[src/rtl/i2s_tx_if.sv]
// Sample-write and I2S line bundle for i2s_tx.
// master = sample producer / line observer, slave = the transmitter.
interface i2s_tx_if;
  logic [15:0] sample_in;
  logic        sample_valid;
  logic        sample_ch;
  logic        bclk;
  logic        lrck;
  logic        sdata;
  logic        l_r_edge;
  logic        underrun;

  modport master (
    output sample_in, sample_valid, sample_ch,
    input  bclk, lrck, sdata, l_r_edge, underrun
  );

  modport slave (
    input  sample_in, sample_valid, sample_ch,
    output bclk, lrck, sdata, l_r_edge, underrun
  );
endinterface

[src/rtl/i2s_tx.sv]
// I2S transmitter: 16-bit stereo samples into SLOT_BITS-wide slots, MSB first, one-bit delay.
// Each channel has a hold register and a pending flag; a slot load with no fresh sample flags underrun.
module i2s_tx #(
  parameter int unsigned BCLK_HALF = 2,
  parameter int unsigned SLOT_BITS = 32
) (
  input logic     clk,
  input logic     reset,
  i2s_tx_if.slave bus
);

  localparam int unsigned DivW = (BCLK_HALF > 1) ? $clog2(BCLK_HALF) : 1;
  localparam int unsigned BitW = $clog2(SLOT_BITS);
  localparam logic [DivW-1:0] DivLast = DivW'(BCLK_HALF - 1);
  localparam logic [BitW-1:0] BitLast = BitW'(SLOT_BITS - 1);
  localparam logic [BitW-1:0] DataLast = BitW'(16);

  logic [DivW-1:0]       r_div_cnt, w_div_cnt_d;
  logic                  r_bclk, w_bclk_d;
  logic [BitW-1:0]       r_bit_cnt, w_bit_cnt_d;
  logic                  r_lrck, w_lrck_d;
  logic                  r_sdata, w_sdata_d;
  logic                  r_l_r_edge, w_l_r_edge_d;
  logic                  r_underrun, w_underrun_d;
  logic [15:0]           r_shift, w_shift_d;
  logic [1:0][15:0]      r_hold, w_hold_d;
  logic [1:0]            r_pending, w_pending_d;

  logic                  w_div_wrap;
  logic                  w_fall;
  logic                  w_slot_wrap;
  logic                  w_load;
  logic                  w_load_ch;
  logic [BitW-1:0]       w_bit_nxt;

  assign w_div_wrap  = (r_div_cnt == DivLast);
  assign w_fall      = w_div_wrap & r_bclk;
  assign w_slot_wrap = (r_bit_cnt == BitLast);
  assign w_bit_nxt   = w_slot_wrap ? '0 : r_bit_cnt + BitW'(1);
  assign w_load      = w_fall & w_slot_wrap;
  assign w_load_ch   = ~r_lrck;

  always_comb begin
    w_div_cnt_d  = w_div_wrap ? '0 : r_div_cnt + DivW'(1);
    w_bclk_d     = r_bclk ^ w_div_wrap;
    w_bit_cnt_d  = r_bit_cnt;
    w_lrck_d     = r_lrck;
    w_sdata_d    = r_sdata;
    w_shift_d    = r_shift;
    w_l_r_edge_d = 1'b0;
    w_underrun_d = 1'b0;
    w_hold_d     = r_hold;
    w_pending_d  = r_pending;

    if (w_fall) begin
      w_bit_cnt_d = w_bit_nxt;
      if (w_load) begin
        // Slot start: bit 0 is the I2S delay bit, so the MSB goes out on the next event.
        w_lrck_d                = ~r_lrck;
        w_l_r_edge_d            = 1'b1;
        w_shift_d               = r_hold[w_load_ch];
        w_underrun_d            = ~r_pending[w_load_ch];
        w_pending_d[w_load_ch]  = 1'b0;
        w_sdata_d               = 1'b0;
      end else if (w_bit_nxt <= DataLast) begin
        w_sdata_d = r_shift[15];
        w_shift_d = {r_shift[14:0], 1'b0};
      end else begin
        w_sdata_d = 1'b0;
      end
    end

    // Applied after the load so a same-cycle write is kept for the following slot.
    if (bus.sample_valid) begin
      w_hold_d[bus.sample_ch]    = bus.sample_in;
      w_pending_d[bus.sample_ch] = 1'b1;
    end
  end

  always_ff @(posedge clk) begin
    if (!reset) begin
      r_div_cnt  <= '0;
      r_bclk     <= 1'b0;
      r_bit_cnt  <= BitLast;
      r_lrck     <= 1'b1;
      r_sdata    <= 1'b0;
      r_l_r_edge <= 1'b0;
      r_underrun <= 1'b0;
      r_shift    <= '0;
      r_hold     <= '0;
      r_pending  <= '0;
    end else begin
      r_div_cnt  <= w_div_cnt_d;
      r_bclk     <= w_bclk_d;
      r_bit_cnt  <= w_bit_cnt_d;
      r_lrck     <= w_lrck_d;
      r_sdata    <= w_sdata_d;
      r_l_r_edge <= w_l_r_edge_d;
      r_underrun <= w_underrun_d;
      r_shift    <= w_shift_d;
      r_hold     <= w_hold_d;
      r_pending  <= w_pending_d;
    end
  end

  assign bus.bclk     = r_bclk;
  assign bus.lrck     = r_lrck;
  assign bus.sdata    = r_sdata;
  assign bus.l_r_edge = r_l_r_edge;
  assign bus.underrun = r_underrun;

endmodule

[src/flat_wrapper.sv]
// flat-port wrapper written by rule: the top's interface ports become plain ports
module i2s_tx_flat 
#(
  parameter int unsigned BCLK_HALF = 2,
  parameter int unsigned SLOT_BITS = 32
)
  (clk, reset, bus_sample_in, bus_sample_valid, bus_sample_ch, bus_bclk, bus_lrck, bus_sdata, bus_l_r_edge, bus_underrun);
  i2s_tx_if bus_i ();
  input logic clk;
  input logic reset;
  input wire logic [$bits(bus_i.sample_in)-1:0] bus_sample_in;
  input wire logic [$bits(bus_i.sample_valid)-1:0] bus_sample_valid;
  input wire logic [$bits(bus_i.sample_ch)-1:0] bus_sample_ch;
  output wire logic [$bits(bus_i.bclk)-1:0] bus_bclk;
  output wire logic [$bits(bus_i.lrck)-1:0] bus_lrck;
  output wire logic [$bits(bus_i.sdata)-1:0] bus_sdata;
  output wire logic [$bits(bus_i.l_r_edge)-1:0] bus_l_r_edge;
  output wire logic [$bits(bus_i.underrun)-1:0] bus_underrun;
  assign bus_i.sample_in = bus_sample_in;
  assign bus_i.sample_valid = bus_sample_valid;
  assign bus_i.sample_ch = bus_sample_ch;
  assign bus_bclk = bus_i.bclk;
  assign bus_lrck = bus_i.lrck;
  assign bus_sdata = bus_i.sdata;
  assign bus_l_r_edge = bus_i.l_r_edge;
  assign bus_underrun = bus_i.underrun;
  i2s_tx #(.BCLK_HALF(BCLK_HALF), .SLOT_BITS(SLOT_BITS)) u_core (.clk(clk), .reset(reset), .bus(bus_i));
endmodule
[config.mk]
export PLATFORM = sky130hd
export DESIGN_NAME = i2s_tx_flat
export DESIGN_NICKNAME = d
export VERILOG_FILES = /design/src/rtl/i2s_tx_if.sv /design/src/rtl/i2s_tx.sv /design/src/flat_wrapper.sv
export SDC_FILE = /design/constraint.sdc
export NUM_CORES = 1
export LEC_CHECK = 0
export CORE_ASPECT_RATIO = 1.25
export CORE_MARGIN = 1.5
export CORE_UTILIZATION = 45
export DETAILED_ROUTE_END_ITERATION = 7
export GPL_TIMING_DRIVEN = 0
export PLACE_DENSITY_LB_ADDON = 0.3
export SYNTH_ARGS = -nofsm -noshare
export SYNTH_HDL_FRONTEND = slang
export SYNTH_SLANG_ARGS = --single-unit
[constraint.sdc]
create_clock -name clk -period 4.5 [get_ports clk]
set_input_delay 0.675 -clock clk [delete_from_list [all_inputs] [get_ports clk]]
set_output_delay 0.675 -clock clk [all_outputs]
set_load 0.05 [all_outputs]
; Word level (Yosys, flattened, before mapping)
; Index checks and enable logic that the tools add are counted.
[totals]
reg_bits = 61
out_inout_bits = 5
in_bits = 20
wordCells = 56
[op_classes]
order_cmp = 5
muxes = 20
n_eq_ne = 1
n_bitwise = 9
n_reduce_logical = 8
addsub = 2
[op_table]
columns = op, n
row1 = 16-bit 2-to-1 mux, 5
row2 = 32-bit bitwise mux, 1
row3 = 16-bit demux with 1-bit select, 1
row4 = 1-bit 2-to-1 mux, 7
row5 = 2-bit 2-to-1 mux, 3
row6 = 2-bit AND reduction, 3
row7 = "5-bit by 1-bit adder with 5-bit output, second input constant", 1
row8 = "5-bit equality test, second input constant", 1
row9 = "5-bit less-or-equal comparator, second input constant", 1
row10 = 5-bit 2-to-1 mux, 1
row11 = "1-bit by 2-bit < comparator with 1-bit output, second input constant", 2
row12 = 1-bit NOT, 3
row13 = 3-bit AND reduction, 1
row14 = 1-bit AND, 2
row15 = 2-bit AND, 1
row16 = 1-bit demux with 1-bit select, 2
row17 = "1-bit greater-or-equal comparator, second input constant", 2
row18 = 1-bit logical AND, 2
row19 = 2-bit NOT, 1
row20 = 2-bit bitwise OR, 1
row21 = 2-bit nonzero test, 1
row22 = 2-bit OR reduction, 1
row23 = "1-bit adder, second input constant", 1
row24 = 1-bit bitwise XOR, 1

; Depth between registers and ports, before layout
; Gate-level depths: netlist of the first run.
[logic_depth]
depth_word = 11
ltp_mapped = 9
mapped_depth_nobuf = 7

; Worst setup path after synthesis of the first run
; No wires, ideal clock.
[synth_path]
kind = reg2reg
start = register u_core.r_bit_cnt[0]
end = register u_core.r_shift[10]
required_time_ns = 4.428
path_stages_with_launch = 9
setup_ns = 0.072
synth_period_minus_slack_ns = 2.216
setup_slack_ns = 2.284
arrival_time_ns = 2.145
path_buffers = 1
path_cell_list = dfxtp_1 -> ha_1 -> and3_2 -> ha_1 -> or2b_2 -> nor2_1 -> a211oi_4 -> buf_8 -> mux2i_1
[synth_between]
elab_chain_len = 5
word_cells_on_any_way = 8
classes_between = add/sub: 1 / order compare: 1 / eq/ne: 1 / mux: 2 / bitwise: 1 / reduce/logical: 2
[synth_rtl]
columns = element, line
row1 = "start, declared", i2s_tx.sv:20  ; logic [BitW-1:0] r_bit_cnt, w_bit_cnt_d;
row2 = "start signal, assigned", i2s_tx.sv:84  ; r_bit_cnt <= BitLast;
row3 = "start signal, assigned", i2s_tx.sv:95  ; r_bit_cnt <= w_bit_cnt_d;
row4 = 5-bit by 1-bit adder with 5-bit output or 5-bit equality test (tied branches), "i2s_tx.sv:39, i2s_tx.sv:38"
row5 = 5-bit 2-to-1 mux *, i2s_tx.sv:39  ; assign w_bit_nxt = w_slot_wrap ? '0 : r_bit_cnt + BitW'(1);
row6 = net u_core.w_bit_nxt[4], i2s_tx.sv:34  ; logic [BitW-1:0] w_bit_nxt;
row7 = 5-bit less-or-equal comparator *, i2s_tx.sv:65  ; end else if (w_bit_nxt <= DataLast) begin
row8 = 2-bit nonzero test (no source line) *, -
row9 = 2-bit AND reduction (no source line) *, -
row10 = "end signal, assigned", i2s_tx.sv:100  ; r_shift <= w_shift_d;
row11 = "end, declared", i2s_tx.sv:25  ; logic [15:0] r_shift, w_shift_d;
; The timed path passes the listed nets; every way through them passes the cells marked *.
; A chain may end at the register's enable or synchronous reset.

; Worst setup path in the final report of the first run
[layout_path]
start = register u_core.r_bit_cnt[0]
end = register u_core.r_shift[13]
; The elaborated chain is that of the path after synthesis.

==> impl_metrics.env, run 1 <==
export IMPL_worstReg2RegStart="u_core.r_bit_cnt[0]"
export IMPL_post_cts_resized=0
export IMPL_die_area_sq_um=6480
export IMPL_routedWlPerCell_um=13.9
export IMPL_use_met1_pct=25.3
export IMPL_place_gp_congestion=0.841
export IMPL_total_power_mw=1.15
export IMPL_drive_gt1_share_pct=8.40
export IMPL_fin_nets=378
export IMPL_cpLargestDelayFamily="adder cells"
export IMPL_syn_cell_area_sq_um=2700
export IMPL_synth_adder_area_share_pct=1.85
export IMPL_synth_edf_count=0
export IMPL_firstDrtPassIters=4
export IMPL_die_w_um=72.3
export IMPL_fill_cells=514
export IMPL_cts_buffers=9
export IMPL_finalHoldViolCount=0
export IMPL_rows=31
export IMPL_vias_per_cell=5.39
export IMPL_cts_root_buf="clkbuf_8"
export IMPL_hpwl_um=4120
export IMPL_antenna_cells=0
export IMPL_yosys_warnings=0
export IMPL_seq_area_frac_synth_pct=45.2
export IMPL_total_leakage_power_nw=1.22
export IMPL_clock_sinks=61
export IMPL_crit_type="register to register"
export IMPL_synth_simple_area_share_pct=19.6
export IMPL_cp_arrival_ns=2.77
export IMPL_synth_flop_cell="dfxtp_1"
export IMPL_dp_cells=409
export IMPL_synth_compound_area_share_pct=15.8
export IMPL_timing_final_crit_share_pct=55.5
export IMPL_p_switching_mw=0.300
export IMPL_io_pins=25
export IMPL_internal_power_mw=0.851
export IMPL_antenna_found_initial=0
export IMPL_status="complete, no violations"
export IMPL_cts_setup_buffers=0
export IMPL_syn_nets=343
export IMPL_grt_first_pass_wirelength_um=9870
export IMPL_clk_path_buf_depth=2
export IMPL_peakVddDrop_v=0.000211
export IMPL_setup_tns_ns=0
export IMPL_drt_initial_drc_count=139
export IMPL_p_sw_share_pct=26.1
export IMPL_worstMarginPinSlew_ns=0.569
export IMPL_min_period_ns=2.50
export IMPL_final_cell_mix="nand2_1, dfxtp_1, a21oi_1, mux2i_1, clkdlybuf4s50_1"
export IMPL_detail_route_antenna_nets=0
export IMPL_grt_max_degree=11
export IMPL_fin_skew_ns=0.00832
export IMPL_critPathRequiredTime_ns=4.77
export IMPL_cts_tree="done"
export IMPL_grt_busiest_layer="met2"
export IMPL_portBuffers=24
export IMPL_fmax_mhz=400
export IMPL_path_clk_slew_ns=0.07
export IMPL_synthDistinctLibCells=37
export IMPL_seqPwrFrac_pct=49.9
export IMPL_worst_path_max_delay_cell="a211oi_4"
export IMPL_power_density_nw_per_um2=361
export IMPL_final_common_cell="nand2_1"
export IMPL_wirelength_um=5870
export IMPL_synth_top_family_by_area="simple AND/OR/NAND/NOR gates"
export IMPL_drc=0
export IMPL_grtUsageMet2_pct=32.4
export IMPL_overflow=0
export IMPL_combPwrFrac_pct=13.6
export IMPL_syn_to_final_growth_pct=18.1
export IMPL_crit_chain="ha_1 > and3_2 > ha_1 > or2b_2 > nor2_1 > a211oi_4 > buf_8 > mux2i_1"
export IMPL_grt_pass1_vias=2086
export IMPL_ys_ff_latch=61
export IMPL_coreArea_sq_um=5780
export IMPL_critPathLaunch="u_core.r_bit_cnt[0]"
export IMPL_seq_area_sq_um=1220
export IMPL_p_clk_share_pct=36.5
export IMPL_slew_viol_final=0
export IMPL_die_y_um=89.6
export IMPL_clkLatencyLatePin_ns=0.34
export IMPL_cts_max_level=3
export IMPL_final_cells=423
export IMPL_synthCells=319
export IMPL_grt_util_all_layers_pct=20.2
export IMPL_critPathMostFrequentCell="ha_1"
export IMPL_multi_input_area_sq_um=1340
export IMPL_critPathMaxStageDelay_ns=0.53
export IMPL_cp_max_fo=10
export IMPL_critPathBufInv=1
export IMPL_grt_use_met3_pct=5.02
export IMPL_avgSynthCellArea_sq_um=8.46
export IMPL_synthXorXnorAreaFrac_pct=0.324
export IMPL_synth_mux_area_share_pct=11.9
export IMPL_async_reset_ff_share_pct=0
export IMPL_min_from="u_core.r_div_cnt"
export IMPL_holdCritPathClass="register to register"
export IMPL_start_util_pct=46.7
export IMPL_start_kind="register"
export IMPL_vias=2281
export IMPL_maxCapViolations=0
export IMPL_endpoint_kind="register"
export IMPL_rsz0062_at_grt="false"
export IMPL_cts_hold_buf=0
export IMPL_relSlewSlack_pct=62.0
export IMPL_setup_viol=0
per-layer routing:
| metal | wire (um) | part of all wire [%] |
|---|---|---|
| met4 | 134 | 2.3 |
| met1 | 2670 | 45 |
| met5 | 0 | 0 |
| met3 | 225 | 3.8 |
| met2 | 2840 | 48 |
metrics by stage:
| step | hold slack (ns) | cell area (sq um) | util [%] | setup slack, ns |
|---|---|---|---|---|
| 6_report | 0.426 | 3190 | 55.2 | 2.00 |
| 5_1_grt | 0.453 | 3190 | 55.2 | 1.76 |
| 4_1_cts | 0.426 | 3190 | 55.2 | 1.97 |
| 3_5_place_dp | 0.416 | 3020 | 52.3 | 2.00 |
| 3_3_place_gp | 0.416 | 3020 | 52.3 | 2.03 |
| 2_1_floorplan | 0.397 | 2700 | - | 2.28 |
flip-flops by register name, indices dropped and copies added (netlist names):
name                 flops
u_core.r_hold           32
u_core.r_shift          16
u_core.r_bit_cnt         5
u_core.r_pending         2
u_core.bus.bclk          1
u_core.bus.l_r_edge      1
u_core.bus.lrck          1
u_core.bus.sdata         1
u_core.bus.underrun      1
u_core.r_div_cnt         1
worst paths after layout:
check        slack [ns]            endpoint  depth (start not counted)
min                0.43    u_core.r_div_cnt                          1
max                2.00  u_core.r_shift[13]                          8
min reg2reg        0.43    u_core.r_div_cnt                          1
max reg2reg        2.00  u_core.r_shift[13]                          8
power groups by stage:
stage                     clock network (mW)  registers [mW]  logic (mW)
after floorplan                            0           0.589      0.0996
after global routing                   0.454           0.576       0.174
after global placement                     0           0.584       0.155
after detailed placement                   0           0.586       0.157
after CTS                              0.427           0.574       0.157
final                                  0.420           0.574       0.157
worst register-to-register path: stages (launching register included):
cell and delay (ns):
dfxtp_1 0.37, ha_1 0.28, and3_2 0.25, ha_1 0.32, or2b_2 0.19, nor2_1 0.06
a211oi_4 0.53, buf_8 0.23, mux2i_1 0.20
cells by family after synthesis:
group	Yosys count
AND/OR/NAND/NOR	126
AO/OA/AOI/OAI	67
flip-flops	61
buffers and inverters	28
XOR/XNOR	1
multiplexers	32
adder cells (fa/ha/maj)	4
Yosys cell counts (2+ instances only):
cell type      number  area [sq um]
or2b_2              3          26.3
buf_2               5          25.0
clkbuf_1           10          37.5
inv_1               4          15.0
nor2b_1             2          12.5
and2_1              3          18.8
buf_1               3          11.3
and3_1              2          12.5
mux2i_1            32           320
nand2b_1            2          12.5
o21ai_0             4          20.0
dfxtp_1            61          1220
a21oi_1            37           185
o211ai_1           15           113
and3_2              2          15.0
nor3_1              3          15.0
nand2_1           104           390
ha_1                4          50.1
dlygate4sd1_1       2          17.5
a211oi_1            2          15.0
nor2_1              3          11.3
layout make-up:
| cell class | count | share of cell area (%) |
|---|---|---|
| inverters | 5 | 0.589 |
| flip-flops and latches | 61 | 38.3 |
| well taps | 66 | 2.59 |
| plain buffers | 23 | 3.92 |
| clock buffers | 12 | 4.87 |
| multi-input cells | 230 | 41.9 |
| clock inverters | 2 | 0.314 |
| repair buffers | 24 | 7.54 |
No activity file was read; power rests on OpenSTA's default activity.
==> run 2: changes to the inputs <==
==> constraint.sdc (replaced) <==
create_clock -name clk -period 2.2 [get_ports clk]
set_input_delay 0.33 -clock clk [delete_from_list [all_inputs] [get_ports clk]]
set_output_delay 0.33 -clock clk [all_outputs]
set_load 0.05 [all_outputs]
==> impl_metrics.env, run 2 (synthesis results as in run 1) <==
export IMPL_seqPwrFrac_pct=43.0
export IMPL_worstMarginPinSlew_ns=0.540
export IMPL_grt_max_degree=12
export IMPL_critPathRequiredTime_ns=2.47
export IMPL_combPwrFrac_pct=12.9
export IMPL_cp_arrival_ns=2.35
export IMPL_place_area_sq_um=3020
export IMPL_cts_root_buf="clkbuf_8"
export IMPL_p_clk_share_pct=44.1
export IMPL_cp_max_fo=6
export IMPL_fin_nets=382
export IMPL_start_kind="register"
export IMPL_final_cells=429
export IMPL_die_y_um=89.6
export IMPL_vias_per_cell=5.19
export IMPL_regMostFlops="u_core.r_hold"
export IMPL_die_w_um=72.3
export IMPL_hpwl_um=4160
export IMPL_total_power_mw=2.72
export IMPL_vias=2225
export IMPL_routedWlPerCell_um=13.7
export IMPL_reg_top3="u_core.r_hold: 32 flops, u_core.r_shift: 16 flops, u_core.r_bit_cnt: 5 flops"
export IMPL_detail_route_antenna_nets=0
export IMPL_wirelength_um=5890
export IMPL_rsz0062_at_grt="false"
export IMPL_fin_skew_ns=0.00601
export IMPL_drc=0
export IMPL_clock_sinks=61
export IMPL_min_period_ns=2.09
export IMPL_firstDrtPassIters=4
export IMPL_p_sw_share_pct=24.4
export IMPL_final_cell_mix="nand2_1, dfxtp_1, a21oi_1, mux2i_1, clkdlybuf4s50_1"
export IMPL_stdcell_area_sq_um=3360
export IMPL_grt_pass1_vias=2110
export IMPL_drt_initial_drc_count=117
export IMPL_total_leakage_power_nw=1.28
export IMPL_cts_max_level=3
export IMPL_clk_path_buf_depth=2
export IMPL_grt_util_all_layers_pct=19.4
export IMPL_holdCritPathClass="register to register"
export IMPL_syn_to_final_growth_pct=24.6
export IMPL_antenna_cells=0
export IMPL_power_density_nw_per_um2=810
export IMPL_cts_tree="done"
export IMPL_crit_type="register to register"
export IMPL_maxCapViolations=0
export IMPL_antenna_found_initial=0
export IMPL_place_gp_congestion=0.804
export IMPL_grt_first_pass_wirelength_um=9630
export IMPL_start_util_pct=46.7
export IMPL_finalHoldViolCount=0
export IMPL_internal_power_mw=2.06
export IMPL_setup_tns_ns=0
export IMPL_io_pins=25
export IMPL_die_area_sq_um=6480
export IMPL_setup_viol=0
export IMPL_dp_cells=409
export IMPL_slew_viol_final=0
export IMPL_final_common_cell="nand2_1"
export IMPL_fill_cells=517
export IMPL_relSlewSlack_pct=64.0
export IMPL_cts_buffers=9
export IMPL_path_clk_slew_ns=0.07
export IMPL_p_switching_mw=0.665
export IMPL_postLayoutCoreUtil_pct=58.2
export IMPL_status="complete, no violations"
export IMPL_overflow=0
export IMPL_largest_register_ff_count=32
export IMPL_coreArea_sq_um=5780
export IMPL_portBuffers=24
export IMPL_endpoint_kind="register"
export IMPL_rows=31
export IMPL_drive_gt1_share_pct=11.6
export IMPL_clkLatencyLatePin_ns=0.34
export IMPL_peakVddDrop_v=0.000619
export IMPL_fmax_mhz=479
export IMPL_timing_final_crit_share_pct=94.9
==> run 2: changes by cell type in the layout (fill, tap and decap cells not counted), sizes merged <==
cell      previous run  this run
buf                 11        14
bufinv               0         3
clkbuf              22        21
clkinvlp             0         1
==> run 2: final cells by class <==
type                       instances  area [sq um]  area share, %
buffer                            23           129           3.83
clock buffer                      10           128           3.79
clock inverter                     6           111           3.31
inverter                           5          18.8          0.558
multi-input combinational        230          1370           40.8
sequential                        61          1230           36.5
tap                               66          82.6           2.46
timing repair buffer              28           292           8.67
==> run 2: metrics by stage <==
step / worst slack [ns] / hold WS (ns)
floorplan: 0.00938 / 0.397
global placement: -0.231 / 0.419
detailed placement: -0.284 / 0.420
CTS: 0.0216 / 0.430
global route: 0.0566 / 0.453
finish: 0.112 / 0.426
==> run 2: worst paths after layout <==
kind	start	endpoint	slack (ns)	depth (start not counted)
worst max register to register	u_core.r_bit_cnt[0]	u_core.r_shift[12]	0.11	8
worst min register to register	u_core.r_div_cnt	u_core.r_div_cnt	0.43	1
worst min-delay path	u_core.r_div_cnt	u_core.r_div_cnt	0.43	1
worst max-delay path	u_core.r_bit_cnt[0]	u_core.r_shift[12]	0.11	8
==> run 2: power by group through the flow <==
stage          clock, mW  sequential [mW]  combinational, mW
6_report            1.20             1.17              0.351
5_1_grt             1.27             1.18              0.383
4_1_cts             1.22             1.17              0.327
3_5_place_dp           0             1.20              0.321
3_3_place_gp           0             1.20              0.315
2_1_floorplan          0             1.21              0.204
==> run 2: timing repair <==
item	in CTS	in global routing
cloned	0	1
hold buffers	0	0
resized for setup	6	9
endpoints found under the setup margin	16	16
setup buffers	1	2
pin swaps	1	1
==> run 2: worst max-delay path, stage by stage, from the launching register on <==
cell       delay [ns]
dfxtp_4          0.37
ha_4             0.18
and3_2           0.24
ha_4             0.22
or2b_4           0.22
nor2_2           0.05
a211oi_4         0.34
clkbuf_16        0.22
mux2i_1          0.17
==> run 2: routing by layer <==
| layer | track usage (%) | part of all wire (%) |
|---|---|---|
| met5 | 0 | 0 |
| met4 | 9.26 | 2.1 |
| met3 | 3.68 | 2.3 |
| met2 | 32.7 | 49 |
| met1 | 24.0 | 47 |
